**config.mk**
```make
export PLATFORM = sky130hd
export DESIGN_NAME = victim_cache_control
export DESIGN_NICKNAME = d
export VERILOG_FILES = /design/src/rtl/victim_cache_pkg.sv /design/src/rtl/sat_counter.sv /design/src/rtl/victim_cache_control.sv
export SDC_FILE = /design/constraint.sdc
export NUM_CORES = 1
export LEC_CHECK = 0
export BUFFER_PORTS_ARGS = -buffer_cell sky130_fd_sc_hd__buf_2
export CORE_MARGIN = 1
export CORE_UTILIZATION = 45
export CTS_CLUSTER_SIZE = 24
export DETAILED_ROUTE_END_ITERATION = 10
export MAX_ROUTING_LAYER = met4
export PLACE_DENSITY = 0.84
export SYNTH_ARGS = -nofsm -noshare
export SYNTH_HDL_FRONTEND = slang
export SYNTH_SLANG_ARGS = --single-unit
```
**constraint.sdc**
```tcl
create_clock -name clk -period 5 [get_ports clk]
set_clock_uncertainty 0.1 [all_clocks]
set_input_delay 0.75 -clock clk [delete_from_list [all_inputs] [get_ports clk]]
set_output_delay 0.75 -clock clk [all_outputs]
set_load 0.01 [all_outputs]
```
**src/rtl/victim_cache_pkg.sv**
```systemverilog
// Shared types and select encodings for the victim cache controller and datapath.
package victim_cache_pkg;

  typedef enum logic [1:0] {
    IDLE,
    LOOKUP,
    WRITEBACK,
    FILL
  } victim_state_t;

  localparam logic DATA_IN_MEM      = 1'b0;
  localparam logic DATA_IN_CACHE    = 1'b1;
  localparam logic LINE_FROM_VICTIM = 1'b0;
  localparam logic LINE_FROM_PMEM   = 1'b1;

endpackage

```
**src/rtl/sat_counter.sv**
```systemverilog
// Event counter that sticks at all-ones instead of wrapping.
module sat_counter #(
  parameter int WIDTH = 32
) (
  input  logic             clk,
  input  logic             rst,
  input  logic             inc,
  output logic [WIDTH-1:0] count
);

  // NOTE: sequential state uses non-blocking assignment so every flop samples pre-edge values.
  always_ff @(posedge clk or posedge rst) begin
    if (rst)                       count <= '0;
    else if (inc && (count != '1)) count <= count + WIDTH'(1);
  end

endmodule

```
**src/rtl/victim_cache_control.sv**
```systemverilog
// Victim cache miss controller: resolves each main-cache miss as a victim swap or a
// pmem fill (with optional dirty writeback), driving datapath enables and the pmem port.
module victim_cache_control
  import victim_cache_pkg::*;
#(
  parameter int s_offset = 5,
  parameter int s_index  = 4,
  parameter int s_tag    = 32 - s_offset - s_index,
  parameter int s_mask   = 2**s_offset
) (
  input  logic              clk,
  input  logic              rst,
  input  logic              mc_req,
  input  logic [31:0]       mem_address,
  input  logic              cache_valid,
  input  logic              victim_hit,
  input  logic              victim_valid_o,
  input  logic              victim_dirty_o,
  input  logic [s_tag-1:0]  victim_tag_o,
  input  logic              pmem_resp,
  output logic              mc_resp,
  output logic              mc_line_sel,
  output logic              victim_data_we,
  output logic              victim_tag_we,
  output logic              victim_valid_we,
  output logic              victim_dirty_we,
  output logic [s_mask-1:0] mask_val,
  output logic              data_in_sel,
  output logic              pmem_read,
  output logic              pmem_write,
  output logic [31:0]       pmem_address,
  output logic [31:0]       hit_count,
  output logic [31:0]       miss_count
);

  victim_state_t      state, next_state;
  logic [s_index-1:0] mem_index;
  logic               write_line;
  logic               hit_inc;
  logic               miss_inc;
  logic               unused_offset_bits;

  assign mem_index          = mem_address[s_offset +: s_index];
  assign unused_offset_bits = ^mem_address[s_offset-1:0];

  always_ff @(posedge clk or posedge rst) begin
    if (rst) state <= IDLE;
    else     state <= next_state;
  end

  // NOTE: every output of this block gets a default first, so no path can infer a latch.
  always_comb begin
    next_state   = state;
    write_line   = 1'b0;
    mc_resp      = 1'b0;
    mc_line_sel  = LINE_FROM_VICTIM;
    data_in_sel  = DATA_IN_MEM;
    pmem_read    = 1'b0;
    pmem_write   = 1'b0;
    pmem_address = '0;
    hit_inc      = 1'b0;
    miss_inc     = 1'b0;

    unique case (state)
      IDLE: begin
        if (mc_req) next_state = LOOKUP;
      end
      LOOKUP: begin
        if (victim_hit && victim_valid_o) begin
          // Both caches capture each other's line on the same edge.
          mc_resp     = 1'b1;
          write_line  = 1'b1;
          data_in_sel = DATA_IN_CACHE;
          hit_inc     = 1'b1;
          next_state  = IDLE;
        end else begin
          miss_inc   = 1'b1;
          next_state = (victim_valid_o && victim_dirty_o) ? WRITEBACK : FILL;
        end
      end
      WRITEBACK: begin
        pmem_write   = 1'b1;
        pmem_address = {victim_tag_o, mem_index, {s_offset{1'b0}}};
        if (pmem_resp) next_state = FILL;
      end
      FILL: begin
        pmem_read    = 1'b1;
        pmem_address = {mem_address[31:s_offset], {s_offset{1'b0}}};
        if (pmem_resp) begin
          mc_resp     = 1'b1;
          mc_line_sel = LINE_FROM_PMEM;
          write_line  = 1'b1;
          data_in_sel = DATA_IN_CACHE;
          next_state  = IDLE;
        end
      end
      default: next_state = IDLE;
    endcase
  end

  assign victim_data_we  = write_line;
  assign victim_tag_we   = write_line;
  assign victim_valid_we = write_line;
  assign victim_dirty_we = write_line;
  assign mask_val        = {s_mask{write_line}};

  sat_counter #(.WIDTH(32)) u_hit_counter (
    .clk   (clk),
    .rst   (rst),
    .inc   (hit_inc),
    .count (hit_count)
  );

  sat_counter #(.WIDTH(32)) u_miss_counter (
    .clk   (clk),
    .rst   (rst),
    .inc   (miss_inc),
    .count (miss_count)
  );

endmodule

```
======== Word level (Yosys, flattened, before mapping) ========
Index checks and enable logic that the tools add are counted.
operators by class
  add/sub/neg operators ................... 2
  bitwise logic cells ..................... 0
  shifts and indexed selects .............. 0
  order comparisons ....................... 0
  div/mod/pow operators ................... 0
  mux-type cells .......................... 16
  equal/unequal tests ..................... 8
  reduce and logical (&&, ||, !) cells .... 6
  $mul .................................... 0
operators by type and width
  operator                                        number
  adder 32 x 1 -> 32 bit (second input constant)  2
  inequality test 32 bit (second input constant)  2
  one-hot mux 32 bit (2 select lines)             1
  two-way mux 1 bit                               9
  two-way mux 2 bit                               4
  one-hot mux 2 bit (4 select lines)              1
  inequality test 2 bit (second input constant)   3
  == test 2 bit (second input constant)           2
  logical AND 1 bit                               4
  AND reduction 3 bit                             1
  == test 2 x 1 -> 1 bit (second input constant)  1
  zero test 2 bit                                 1
  one-hot mux 1 bit (2 select lines)              1
storage, ports and cells
  latch bits .............................. 0
  bits of input ports ..................... 63
  bits in read-only memories .............. 0
  memories kept ........................... 0
  register bits after elaboration ......... 66
  memory bits (writable) .................. 0

======== Depth between registers and ports, before layout ========
  word-level depth ........................ 4
  gate-level depth with buffers ........... 7
  mapped depth without buffers ............ 6

======== Modules after synthesis ========
Synthesis repeated with hierarchy kept, for this count alone.
unflattened totals
  cells, all modules ...................... 395
  area, all modules ....................... 3,996.3 µm²
modules (own cells, without submodules)
  module                instances  cells each  seq. area each (µm²)  area each (µm²)
  sat_counter           2          139         800.8                 1,561.5
  victim_cache_control  1          117         50.0                  873.3

======== Least setup slack after synthesis ========
No wires, ideal clock.
  path kind ............................... register to output
  start point ............................. reg state[0]
  end point ............................... out mask_val[0]
  path slack .............................. 2,322 ps
  data required time ...................... 4,150 ps
  arrival ................................. 1,828 ps
  stages on the path, launching flop included .. 6
  cells stage by stage .................... dfrtp_1 buf_2 and2_1 nand2_1 nand2_1 buf_4
on the way
  cells in the longest elaborated chain, start to end .. 2
  elaborated cells on any way between the ends .. 3
  classes of those cells .................. eq/ne (2); mux (1)
RTL lines
  what                                                            RTL line                    text
  from (decl)                                                     victim_cache_control.sv:36  victim_state_t state, next_state;
  from (signal assigned)                                          victim_cache_control.sv:48  else state <= next_state;
  == test 2 bit / == test 2 x 1 -> 1 bit (equally long branches)  --
  one-hot mux 1 bit (2 select lines) (*)                          --
  to (decl)                                                       victim_cache_control.sv:27  output logic [s_mask-1:0] mask_val,
Mark *: on every way between the ends. The rest lies on a longest branch, timed or not.

======== Worst setup path after layout ========
  start point ............................. reg state[0]
  end point ............................... out mask_val[19]
on the way
  cells in the longest elaborated chain, start to end .. 2
  elaborated cells on any way between the ends .. 3
  classes of those cells .................. eq/ne (2); mux (1)
RTL lines
  what                                                            RTL line                    text
  == test 2 bit / == test 2 x 1 -> 1 bit (equally long branches)  victim_cache_control.sv:64  unique case (state)
  one-hot mux 1 bit (2 select lines) (*)                          victim_cache_control.sv:64
Marked as above.

==> metrics.md <==
| Metric | Value |
|---|---|
| Nature of the critical path endpoint | `output port` |
| Die W | `between 90 and 100 µm` |
| Internal reg-to-reg setup slack | `approximately 2.2 ns` |
| Tmin final | `3.41 ns` |
| Final setup viols | `0` |
| Cts repair resizes | `0` |
| Sequential fraction of the synthesis area | `0.414` |
| Max Fclk | `slightly below 0.3 GHz` |
| Synth cell count leaders | `dfrtp_1 (66), buf_4 (42), nand2_1 (32), xor2_1 (30), xnor2_1 (29)` |
| Netlist cell types | `between 40 and 50` |
| Final worst-path cycle share | `0.683` |
| LEAKAGE | `about 2.7 nW` |
| Synthesized area | `around 4000 µm²` |
| Gpl congestion | `a little over 0.8` |
| I/O pin total | `200` |
| Sw Ratio | `0.375` |
| Post-DRT Antenna Nets | `0` |
| Kind of critical path | `flip-flop to output port` |
| Internal power | `between 1 and 1.5 mW` |
| Rel. slew slack | `0.446` |
| Slew @ Worst Pin | `about 0.83 ns` |
| P_sw | `about 710 µW` |
| Synth Register Bits | `66` |
| Vias per inst | `5.18` |
| Total core area | `between 8000 and 9000 µm²` |
| Area leader, netlist | `dfrtp_1` |
| Number of global-route vias before repair | `3170` |
| Antenna violations before repair | `0` |
| Initial Util | `0.476` |
| Most used cell, CP | `nand2_1` |
| Delay of the slowest critical-path stage | `around 0.68 ns` |
| Hold path startpoint | `u_miss_counter.count[31]` |
| Share of flip-flops with an asynchronous set or reset | `1.00` |
| Overall power | `~1.9 mW` |
| TritonCTS Sinks | `66` |
| CP arrival | `2.56 ns` |
| Slowest CP cell | `dfrtp_1` |
| Residual DRC | `0` |
| Max_cap viols | `0` |
| Hold-fix buffers at CTS | `0` |
| Row cnt | `33` |
| Net count, final | `624` |
| Root Driver | `clkbuf_8` |
| Post-synth EDFFs | `0` |
| Worst hold path depth | `1` |
| Min-Delay Endpoint | `u_miss_counter.count[31]` |
| Yosys warning count | `0` |
| Startpoint types | `flip-flop` |
| RSZ-0062 raised after global routing | `false` |
| Clk pin slew, worst setup/hold paths | `0.07 ns` |
| Sequential Power Share | `0.361` |
| Max VDD drop | `0.290 mV` |
| Logic pwr share | `0.395` |
| Fin. Hold Viols | `0` |
| DR iter-0 viols | `between 100 and 150` |
| Clock Tree Buf Depth | `2` |
| Largest net degree at the start of global routing | `67` |
| Slew Viols, Final | `0` |
| Wire per inst | `around 14 µm` |
| Setup TNS | `0 ns` |
| CP top delay family | `simple AND/OR/NAND/NOR gates` |
| Clock power share | `0.245` |
| Total number of vias | `3468` |
| Syn Area/Cell | `9.80 µm²` |
| RR Endpoint | `u_hit_counter.count[1]` |
| CTS tree | `built` |
| First-pass GRT wire length | `14.1 mm` |
| GRT Residual Overflow | `0` |
| Die Area | `slightly above 9000 µm²` |
| Total iterations of the first detailed-routing run | `5` |
| Dpl hpwl | `between 7 and 8 mm` |
| Setup Fix Bufs, Post-CTS | `0` |
| RR Startpoint | `u_hit_counter.count[15]` |
| Crit path cell chain | `buf_4, and2_1, nand2_1, nand2_1, buf_2` |
| Yosys top cell area share | `0.414` |
| Predominant post-synthesis flop cell | `dfrtp_1` |
| Power Dens Cells | `around 380 nW/µm²` |
| Hold/Removal Path Class | `flip-flop to flip-flop` |
| Worst Path Max Fanout | `38` |
| Synth Instances | `407` |
| Top cells by area, synth | `dfrtp_1 (41%), buf_4 (7.9%), xor2_1 (6.6%)` |
| Reg2Reg Depth | `5` |
| Worst Path Buf+Inv | `2` |
| Clock latency on the worst-skew pair | `0.35 ns` |
| Hold_ws | `~0.4 ns` |
| Gr usage total | `0.199` |
| CTS H-tree depth | `3` |
| CTS Buf Count | `9` |
| Die height | `between 90 and 100 µm` |
| Critical Path RT | `4.15 ns` |
| IO Port Bufs | `188` |
| Area Growth Syn to Fin | `23.4%` |
| Count leader, synth | `dfrtp_1` |
| DRT Wirelength | `9.46 mm` |
| Share of cells above drive strength 1 | `0.383` |
| # diodes | `0` |
| Outcome | `finished clean` |
## worst max-delay path by stage
stage | from | to | slack, ns | cells past startpoint
global placement | state[0] | data_in_sel | 2.02 | 5
global route | state[0] | mc_resp | 1.30 | 5
floorplan | state[0] | mask_val[0] | 2.32 | 5
finish | state[0] | mask_val[19] | 1.59 | 5
detailed placement | state[0] | mask_val[24] | 1.92 | 5
CTS | state[0] | mask_val[24] | 1.53 | 5
## area by class of cell
type,count,area (µm²)
sequential,66,1650
multi-input combinational,283,1950
timing repair buffer,190,956
fill,732,3460
tap,105,131
clock inverter,5,52.6
clock buffer,11,151
inverter,9,33.8
## routing by layer
metal,global-route usage,vias to the layer above,share of wire
met3,0.0458,13,0.059
met1,0.243,1671,0.42
met5,-,-,0
met2,0.333,129,0.51
met4,0.0498,0,0.010
li1,-,1655,-
## power groups by stage
stage / combinational, mW / clock, mW / sequential (mW)
floorplan: 0.637 / 0 / 0.649
global placement: 0.736 / 0 / 0.684
detailed placement: 0.754 / 0 / 0.689
CTS: 0.757 / 0.473 / 0.679
global route: 0.830 / 0.496 / 0.692
finish: 0.745 / 0.462 / 0.681
## state kept, by name, summed over array words and instances, names as in the netlist, named ones only
register and flops:
u_hit_counter.count 32, state 1, u_miss_counter.count 32
## layout by cell type, fill, tap and decap left out, drive strengths merged, types with 2 or more instances in the layout
cell / netlist / routed
dfrtp: 66 / 66
nor4: 10 / 10
nor3: 18 / 18
nor2: 18 / 18
nand2: 33 / 33
and2: 7 / 7
xnor2: 29 / 29
clkinv: 0 / 3
mux2: 3 / 3
nand4b: 3 / 3
nor2b: 28 / 28
nor4b: 2 / 2
or3: 2 / 2
buf: 47 / 190
o211ai: 2 / 2
o21ai: 2 / 2
nand2b: 2 / 2
and4: 5 / 5
conb: 1 / 5
ha: 2 / 2
nand3: 21 / 21
xor2: 30 / 30
mux2i: 24 / 24
inv: 9 / 9
and3: 6 / 6
nor3b: 3 / 3
nand4: 18 / 18
clkbuf: 6 / 11
## cell families (layout without fill, tap and decap cells)
kind of cell / count (synthesis) / after routing / share of synthesized area
xor gates and xnor gates: 59 / 59 / 0.130
DFF: 66 / 66 / 0.414
adders and majority gates: 2 / 2 / 0.00627
and+or+nand+nor: 179 / 179 / 0.255
buffers and inverters: 62 / 215 / 0.102
AOI/OAI and AO/OA: 11 / 11 / 0.0235
muxes: 27 / 27 / 0.0687
other: 1 / 5 / 0.000940
## through the flow
stage	instances	util	cell area (µm²)	setup slack, ns
finish	669	0.587	4920	1.59
global route	669	0.587	4920	1.30
CTS	669	0.587	4920	1.53
detailed placement	653	0.563	4720	1.92
global placement	653	0.563	4720	2.02
floorplan	411	-	4010	2.32
Power figures use the tool's default switching activity.
